<file path="src/rtl/alu_exec_pkg.sv">
// Shared types for the bit-serial ALU execution unit: opcodes, FSM states, opcode width.
package alu_exec_pkg;

   localparam int OP_W = 3;

   typedef enum logic [OP_W-1:0] {
      OP_AND = 3'b000,
      OP_OR  = 3'b001,
      OP_XOR = 3'b010,
      OP_ADD = 3'b011,
      OP_SUB = 3'b100
   } op_e;

   typedef enum logic [1:0] {
      IDLE  = 2'd0,
      LOAD  = 2'd1,
      SHIFT = 2'd2,
      DONE  = 2'd3
   } state_e;

   function automatic logic is_arith(input logic [OP_W-1:0] op);
      return (op == OP_ADD) || (op == OP_SUB);
   endfunction

endpackage

</file>
<file path="src/rtl/alu_bit_slice.sv">
// Combinational one-bit ALU slice; illegal opcodes yield ri=0, co=0.
module alu_bit_slice
   import alu_exec_pkg::*;
(
   input  logic            ai,
   input  logic            bi,
   input  logic            ci,
   input  logic [OP_W-1:0] op,
   output logic            ri,
   output logic            co
);

   logic b_eff;

   always_comb begin
      ri    = 1'b0;
      co    = 1'b0;
      // SUB is a + ~b + 1; the +1 arrives as the initial carry.
      b_eff = (op == OP_SUB) ? ~bi : bi;
      case (op)
         OP_AND: ri = ai & bi;
         OP_OR:  ri = ai | bi;
         OP_XOR: ri = ai ^ bi;
         OP_ADD, OP_SUB: begin
            ri = ai ^ b_eff ^ ci;
            co = (ai & b_eff) | (ai & ci) | (b_eff & ci);
         end
         default: begin
            ri = 1'b0;
            co = 1'b0;
         end
      endcase
   end

endmodule

</file>
<file path="src/rtl/alu_serial_exec.sv">
// Bit-serial ALU: one result bit per clock, LSB first, with registered Z/N/C/V flags.
// Optional feature macro: ALU_EXEC_CV_FLAGS_EN enables carry/overflow flag capture.
module alu_serial_exec
   import alu_exec_pkg::*;
#(
   parameter int N = 4
)(
   input  logic            clk,
   input  logic            rst_n,
   input  logic            start,
   input  logic [OP_W-1:0] op,
   input  logic [N-1:0]    a,
   input  logic [N-1:0]    b,
   output logic            busy,
   output logic            done,
   output logic [N-1:0]    result,
   output logic            flagZ,
   output logic            flagN,
   output logic            flagC,
   output logic            flagV
);

   localparam int CW = $clog2(N);

   // Handshake: start is accepted only in IDLE; busy covers LOAD and SHIFT;
   // done pulses for the single DONE cycle, when result/flags are already valid.
   state_e          state, state_nxt;
   logic [N-1:0]    sh_a, sh_b, acc, acc_nxt;
   logic [OP_W-1:0] op_q;
   logic [CW-1:0]   cnt;
   logic            carry, ri, co, last;

   alu_bit_slice u_slice (
      .ai (sh_a[0]),
      .bi (sh_b[0]),
      .ci (carry),
      .op (op_q),
      .ri (ri),
      .co (co)
   );

   assign last    = (cnt == CW'(N - 1));
   assign acc_nxt = {ri, acc[N-1:1]};

   always_ff @(posedge clk) begin
      if (!rst_n) state <= IDLE;
      else        state <= state_nxt;
   end

   always_comb begin
      state_nxt = state;
      busy      = 1'b0;
      done      = 1'b0;
      case (state)
         IDLE:  if (start) state_nxt = LOAD;
         LOAD: begin
            busy      = 1'b1;
            state_nxt = SHIFT;
         end
         SHIFT: begin
            busy = 1'b1;
            if (last) state_nxt = DONE;
         end
         DONE: begin
            done      = 1'b1;
            state_nxt = IDLE;
         end
         default: state_nxt = IDLE;
      endcase
   end

   always_ff @(posedge clk) begin
      if (!rst_n) begin
         sh_a   <= '0;
         sh_b   <= '0;
         acc    <= '0;
         op_q   <= '0;
         cnt    <= '0;
         carry  <= 1'b0;
         result <= '0;
         flagZ  <= 1'b0;
         flagN  <= 1'b0;
         flagC  <= 1'b0;
         flagV  <= 1'b0;
      end else begin
         case (state)
            IDLE: begin
               if (start) begin
                  sh_a  <= a;
                  sh_b  <= b;
                  op_q  <= op;
                  cnt   <= '0;
                  carry <= (op == OP_SUB);
               end
            end
            SHIFT: begin
               sh_a  <= sh_a >> 1;
               sh_b  <= sh_b >> 1;
               acc   <= acc_nxt;
               carry <= co;
               cnt   <= cnt + 1'b1;
               // Outputs are captured on the final bit so they are valid during DONE.
               if (last) begin
                  result <= acc_nxt;
                  flagZ  <= (acc_nxt == '0);
                  flagN  <= acc_nxt[N-1];
`ifdef ALU_EXEC_CV_FLAGS_EN
                  flagC  <= is_arith(op_q) & co;
                  flagV  <= is_arith(op_q) & (carry ^ co);
`else
                  flagC  <= 1'b0;
                  flagV  <= 1'b0;
`endif
               end
            end
            default: ;
         endcase
      end
   end

endmodule

</file>
<file path="config.mk">
export PLATFORM = sky130hd
export DESIGN_NAME = alu_serial_exec
export DESIGN_NICKNAME = d
export VERILOG_FILES = /design/src/rtl/alu_exec_pkg.sv /design/src/rtl/alu_bit_slice.sv /design/src/rtl/alu_serial_exec.sv
export SDC_FILE = /design/constraint.sdc
export NUM_CORES = 1
export LEC_CHECK = 0
export ABC_AREA = 0
export CORE_ASPECT_RATIO = 1.4
export CORE_MARGIN = 3
export CORE_UTILIZATION = 54
export DETAILED_ROUTE_END_ITERATION = 12
export HOLD_SLACK_MARGIN = 0.02
export PLACE_DENSITY_LB_ADDON = 0.05
export SYNTH_ARGS = -nofsm -noshare
export SYNTH_HDL_FRONTEND = slang
export SYNTH_SLANG_ARGS = --single-unit
export TNS_END_PERCENT = 100
</file>
<file path="constraint.sdc">
create_clock -name clk -period 3.85 [get_ports clk]
set_input_delay 0.5775 -clock clk [delete_from_list [all_inputs] [get_ports clk]]
set_output_delay 0.5775 -clock clk [all_outputs]
set_load 0.005 [all_outputs]
</file>
==> results.sh, run 1 <==
export IMPL_dpl_cell_area_sq_mm=0.00140
export IMPL_yosys_area_top_type_share_pct=39.3
export IMPL_reg2reg_slack_ps=1800
export IMPL_startpoint_of_the_tightest_hold_check_path="result[0]"
export IMPL_remaining_routing_drc_violations=0
export IMPL_worst_slew_pin_transition_ps=851
export IMPL_irDropWorstVdd_v=0.000513
export IMPL_grt_max_degree=23
export IMPL_ys_seq_elements=24
export IMPL_tritoncts="done"
export IMPL_yosys_area_top_type="dfxtp_1"
export IMPL_cts_sink_count=24
export IMPL_dieArea_sq_mm=0.00288
export IMPL_yosysUniqueCellTypes=33
export IMPL_grt_antenna_before_repair=0
export IMPL_core_area_sq_mm=0.00204
export IMPL_r2r_start="op_q[2]"
export IMPL_floorplan_io_pins=24
export IMPL_post_route_cell_area_sq_mm=0.00144
export IMPL_yosys_top_cells_area="dfxtp_1 (39%), mux2i_1 (8.2%), ha_1 (6.1%)"
export IMPL_worstHoldPathType="reg2reg"
export IMPL_final_hold_viol_count=0
export IMPL_clock_tree_buffer_depth=2
export IMPL_fmaxAchievable_mhz=466
export IMPL_number_of_buffers_added_to_fix_hold_violations_after_cts=0
export IMPL_global_route_wire_length_before_repair_um=3850
export IMPL_worst_hold_path_num_cells=2
export IMPL_detailed_place_hpwl_um=1710
export IMPL_number_of_maximum_capacitance_violations=0
export IMPL_drt_total_wl_um=2230
export IMPL_minimum_clock_period_ps=2150
export IMPL_tritoncts_num_buffers=3
export IMPL_fin_setup_tns_ps=0
export IMPL_timing_critical_path_slowest_stage_cell="clkdlybuf4s50_1"
export IMPL_grt_overflow_total=0
export IMPL_io_buffer_count=21
export IMPL_total_leakage_power_uw=0.000536
export IMPL_final_max_slew_violation_count=0
export IMPL_timing_slew_headroom_pct=43.2
export IMPL_cp_start_kind="register"
export IMPL_post_synth_instance_area_sq_mm=0.00122
export IMPL_result_of_the_run="completed"
export IMPL_antennaDiodeCount=0
export IMPL_hold_path_endpoint="result[0]"
export IMPL_fp_dieH_um=62.3
export IMPL_viasPerCell=5.68
export IMPL_global_placer_s_final_weighted_congestion=0.781
export IMPL_placement_rows=19
export IMPL_crit_end_category="output port"
export IMPL_cts_clk_slew_worst_paths_ps=130
export IMPL_report_final_setup_viol=0
export IMPL_final_layout_size_suffix_gt1_share_pct=5.19
export IMPL_synth_yosys_seq_area_share_pct=39.3
export IMPL_path_cells="inv_1, ha_1, clkdlybuf4s50_1"
export IMPL_grt_setup_unrepaired="false"
export IMPL_synthCells=139
export IMPL_vias=994
export IMPL_cts_max_level=1
export IMPL_worst_path_max_fanout=3
export IMPL_number_of_fill_cells=187
export IMPL_detail_route_iter0_violations=11
export IMPL_floorplan_die_width_um=46.2
export IMPL_layout_area_overhead_vs_synth_pct=17.7
export IMPL_power_density_mw_per_mm2=585
export IMPL_globalRouteTotalUtil_pct=17.9
export IMPL_critical_path_reg2reg_endpoint="flagZ"
export IMPL_finClkSkew_ps=2.18
export IMPL_ff2ff_path_depth=6
export IMPL_critical_path_class="reg2out"
export IMPL_initial_drt_pass_iterations=5
export IMPL_initial_utilization_pct=59.9
export IMPL_ctsRootBufferMaster="clkbuf_4"
export IMPL_drt_antenna_violating_nets=0
export IMPL_setup_bufs_post_cts=0
export IMPL_fin_crit_sh_pct=55.8
export IMPL_worst_ep_arrival_time_ps=1570
export IMPL_synthesis_area_per_instance_sq_um=8.80
export IMPL_fin_nets=176
export IMPL_routed_wire_length_per_instance_um=12.8
export IMPL_timing_critical_path_slowest_cell_delay_ps=500
export IMPL_clkLatencyLatePin_ps=320
export IMPL_critical_path_rt_ps=3270
export IMPL_yosysWarningCount=0
export IMPL_ctsResizeCount=0
export IMPL_grt_pass1_vias=888
[area by class of cell]
cell class / instances / area [sq um] / area share, %
Timing Repair Buffer: 21 / 210 / 14.6
Sequential cell: 24 / 480 / 33.4
Clock buffer: 4 / 36.3 / 2.52
Inverter: 6 / 22.5 / 1.56
Tap cell: 21 / 26.3 / 1.82
Multi-Input combinational cell: 99 / 664 / 46.1
[worst max-delay path by stage]
stage	startpoint	end	depth (start not counted)
detailed placement	op_q[2]	flagZ	6
CTS	state[1]	busy	3
global route	state[1]	busy	3
floorplan	op_q[2]	flagZ	6
global placement	op_q[2]	flagZ	6
finish	state[1]	busy	3
[registers in the layout, indices dropped and copies added, names as in the netlist]
register and cells:
op_q 3, sh_b 4, result 4, sh_a 4
state 2, acc 3, flagZ 1, cnt 2
carry 1
[logic make-up after synthesis]
family | share of synthesized area, %
and+or+nand+nor | 18.8
AOI/OAI and AO/OA | 16.1
DFF | 39.3
buffers and inverters | 6.75
muxes | 10.3
adders and majority gates | 7.77
other | 0.306
xor gates and xnor gates | 0.716
[stage by stage]
step	setup slack [ps]	std cells	total power, uW	utilization (%)	hold WS [ps]
CTS	1690	175	853	70.4	468
global route	1610	175	922	70.4	490
floorplan	1930	140	636	-	444
detailed placement	1800	171	719	68.7	450
finish	1700	175	843	70.4	466
global placement	1870	171	703	68.7	452
[layer usage]
| layer | GRT usage (%) | up-vias | routed length (um) |
|---|---|---|---|
| li1 | - | 504 | - |
| met1 | 23.2 | 458 | 1010 |
| met2 | 26.6 | 27 | 1070 |
| met3 | 3.76 | 5 | 97 |
| met4 | 9.61 | 0 | 55 |
| met5 | 0 | - | 0 |
[cell usage in the layout (no fill, tap or decap), types with 2 or more instances in the layout]
cell type         n
a21o_1            3
conb_1            2
nand2_1          14
dfxtp_1          24
mux2i_1          10
inv_1             6
clkbuf_4          3
a21oi_1          13
o21ai_0           5
nand3_1           6
a211oi_1          6
ha_1              6
clkdlybuf4s50_1  21
nand2b_1          4
nor2_1           11
nor2b_1           3
[Yosys cell counts (all sizes together)]
library cell / number
dfxtp: 24
nand2: 14
a21oi: 13
buf: 11
nor2: 11
mux2i: 10
a211oi: 6
ha: 6
inv: 6
nand3: 6
o21ai: 5
nand2b: 4
a21o: 3
nor2b: 3
mux2: 2
a221oi: 1
a31o: 1
a31oi: 1
a32oi: 1
and2: 1
and3: 1
and3b: 1
conb: 1
fa: 1
nand3b: 1
nor3b: 1
nor4: 1
nor4b: 1
or4b: 1
xnor2: 1
[power by group]
part | internal [uW] | switching (uW)
Sequential | 305 | 43.1
Combinational | 170 | 191
Clock | 57.9 | 76.1
Total | 533 | 310
[critical path, delay by kind of cell (launching register included)]
| family | cells | cell delay (ps) |
|---|---|---|
| DFF | 1 | 390 |
| adders and majority gates | 1 | 290 |
| buffers and inverters | 2 | 580 |
Note: power is estimated with default switching activity, not from simulation.
==> run 2, diff against run 1 <==
--- a/config.mk
+++ b/config.mk
@@ -8,7 +8,7 @@
 export ABC_AREA = 0
 export CORE_ASPECT_RATIO = 1.4
 export CORE_MARGIN = 3
-export CORE_UTILIZATION = 54
+export CORE_UTILIZATION = 45
 export DETAILED_ROUTE_END_ITERATION = 12
 export HOLD_SLACK_MARGIN = 0.02
 export PLACE_DENSITY_LB_ADDON = 0.05
==> constraint.sdc (replaced) <==
create_clock -name clk -period 1.85 [get_ports clk]
set_input_delay 0.2775 -clock clk [delete_from_list [all_inputs] [get_ports clk]]
set_output_delay 0.2775 -clock clk [all_outputs]
set_load 0.005 [all_outputs]
==> results.sh, run 2 (synthesis gave the netlist of run 1 again) <==
export IMPL_result_of_the_run="completed"
export IMPL_clkLatencyLatePin_ps=310
export IMPL_final_layout_size_suffix_gt1_share_pct=13.5
export IMPL_grt_overflow_total=0
export IMPL_drt_total_wl_um=2340
export IMPL_grt_antenna_before_repair=0
export IMPL_global_placer_s_final_weighted_congestion=0.755
export IMPL_final_util_pct=61.8
export IMPL_worst_ep_arrival_time_ps=2040
export IMPL_global_route_wire_length_before_repair_um=3980
export IMPL_number_of_buffers_added_to_fix_hold_violations_after_cts=0
export IMPL_total_leakage_power_uw=0.000600
export IMPL_minimum_clock_period_ps=1820
export IMPL_floorplan_io_pins=24
export IMPL_cts_max_level=1
export IMPL_vias=1012
export IMPL_globalRouteTotalUtil_pct=15.5
export IMPL_cp_start_kind="register"
export IMPL_initial_drt_pass_iterations=4
export IMPL_antennaDiodeCount=0
export IMPL_routed_wire_length_per_instance_um=11.9
export IMPL_grt_setup_unrepaired="true"
export IMPL_reg2reg_slack_ps=30
export IMPL_irDropWorstVdd_v=0.000846
export IMPL_final_hold_worst_slack_ps=465
export IMPL_clock_tree_buffer_depth=2
export IMPL_critical_path_class="reg2reg"
export IMPL_number_of_maximum_capacitance_violations=0
export IMPL_remaining_routing_drc_violations=0
export IMPL_cts_clk_slew_worst_paths_ps=130
export IMPL_report_final_setup_viol=0
export IMPL_most_common_layout_cells="dfxtp_1 (21), clkdlybuf4s50_1 (20), nand2_1 (14), a21oi_1 (13), nor2_1 (11)"
export IMPL_final_hold_viol_count=0
export IMPL_layoutNonFillerInstCount=197
export IMPL_detail_route_iter0_violations=14
export IMPL_number_of_fill_cells=239
export IMPL_post_place_cells=193
export IMPL_dieArea_sq_mm=0.00339
export IMPL_tritoncts="done"
export IMPL_fin_nets=185
export IMPL_placement_rows=21
export IMPL_most_frequent_standard_cell_in_the_layout_excluding_fill_and_tap_cells="dfxtp_1"
export IMPL_power_density_mw_per_mm2=1190
export IMPL_finClkSkew_ps=3.64
export IMPL_core_area_sq_mm=0.00250
export IMPL_crit_end_category="register"
export IMPL_design_power_total_uw=1830
export IMPL_critical_path_rt_ps=2070
export IMPL_layout_area_overhead_vs_synth_pct=26.0
export IMPL_cts_sink_count=24
export IMPL_grt_max_degree=15
export IMPL_worstHoldPathType="reg2reg"
export IMPL_detailed_place_hpwl_um=1840
export IMPL_tritoncts_num_buffers=3
export IMPL_initial_utilization_pct=49.0
export IMPL_fp_dieH_um=67.7
export IMPL_fin_crit_sh_pct=98.3
export IMPL_worst_path_max_fanout=3
export IMPL_viasPerCell=5.14
export IMPL_drt_antenna_violating_nets=0
export IMPL_ff2ff_path_depth=6
export IMPL_worst_hold_path_num_cells=2
export IMPL_reg_top3="result: 4 flops, sh_a: 4 flops, sh_b: 4 flops"
export IMPL_ctsRootBufferMaster="clkbuf_4"
export IMPL_grt_pass1_vias=917
export IMPL_floorplan_die_width_um=50.1
export IMPL_io_buffer_count=21
export IMPL_fmaxAchievable_mhz=550
export IMPL_final_max_slew_violation_count=0
-- run 2: stage by stage --
| stage | area, sq um | worst slack [ps] | setup TNS [ps] |
|---|---|---|---|
| detailed placement | 1490 | -79.7 | -79.7 |
| finish | 1540 | 30.9 | 0 |
| CTS | 1540 | -10.3 | -10.3 |
| global placement | 1490 | 19.9 | 0 |
| global route | 1540 | -59.4 | -138 |
| floorplan | 1230 | 4.86 | 0 |
-- run 2: where the power goes --
| group | leakage [uW] | switching [uW] | internal [uW] | total (uW) |
|---|---|---|---|---|
| registers | 0.000197 | 79.4 | 640 | 720 |
| logic | 0.000382 | 437 | 407 | 844 |
| clock network | 0.0000210 | 151 | 120 | 271 |
| total | 0.000600 | 667 | 1170 | 1830 |
-- run 2: routing by layer --
metal	vias up	global-route usage, %	routed length, um	part of all wire, %
met2	21	28.1	1140	49
met1	462	17.0	1070	46
li1	525	-	-	-
met5	-	0	0	0
met3	4	2.65	96	4.1
met4	0	8.30	33	1.4
-- run 2: cell type report --
class | instances | area (sq um) | area share [%]
clock buffers | 4 | 36.3 | 2.35
inverters | 6 | 22.5 | 1.46
multi-input cells | 99 | 676 | 43.8
flip-flops and latches | 24 | 484 | 31.4
well taps | 34 | 42.5 | 2.76
repair buffers | 30 | 280 | 18.2
-- run 2: path summary, 6_finish.rpt --
path / end / start
worst max-delay path: flagZ / op_q[0]
worst max register to register: flagZ / op_q[0]
worst min-delay path: result[2] / result[2]
worst min register to register: result[2] / result[2]
-- run 2: timing repair --
| item | in CTS | in global routing |
|---|---|---|
| buffers inserted | 0 | 0 |
| pin swaps | 0 | 4 |
| endpoints found under the setup margin | 2 | 4 |
| gates resized for setup | 3 | 2 |
-- run 2: critical path, cell delays in order, from the launching register on --
cell	delay, ps
dfxtp_2	340
nor3b_2	210
xnor2_1	150
fa_1	470
nor4b_2	270
a221oi_2	80
a31o_1	190
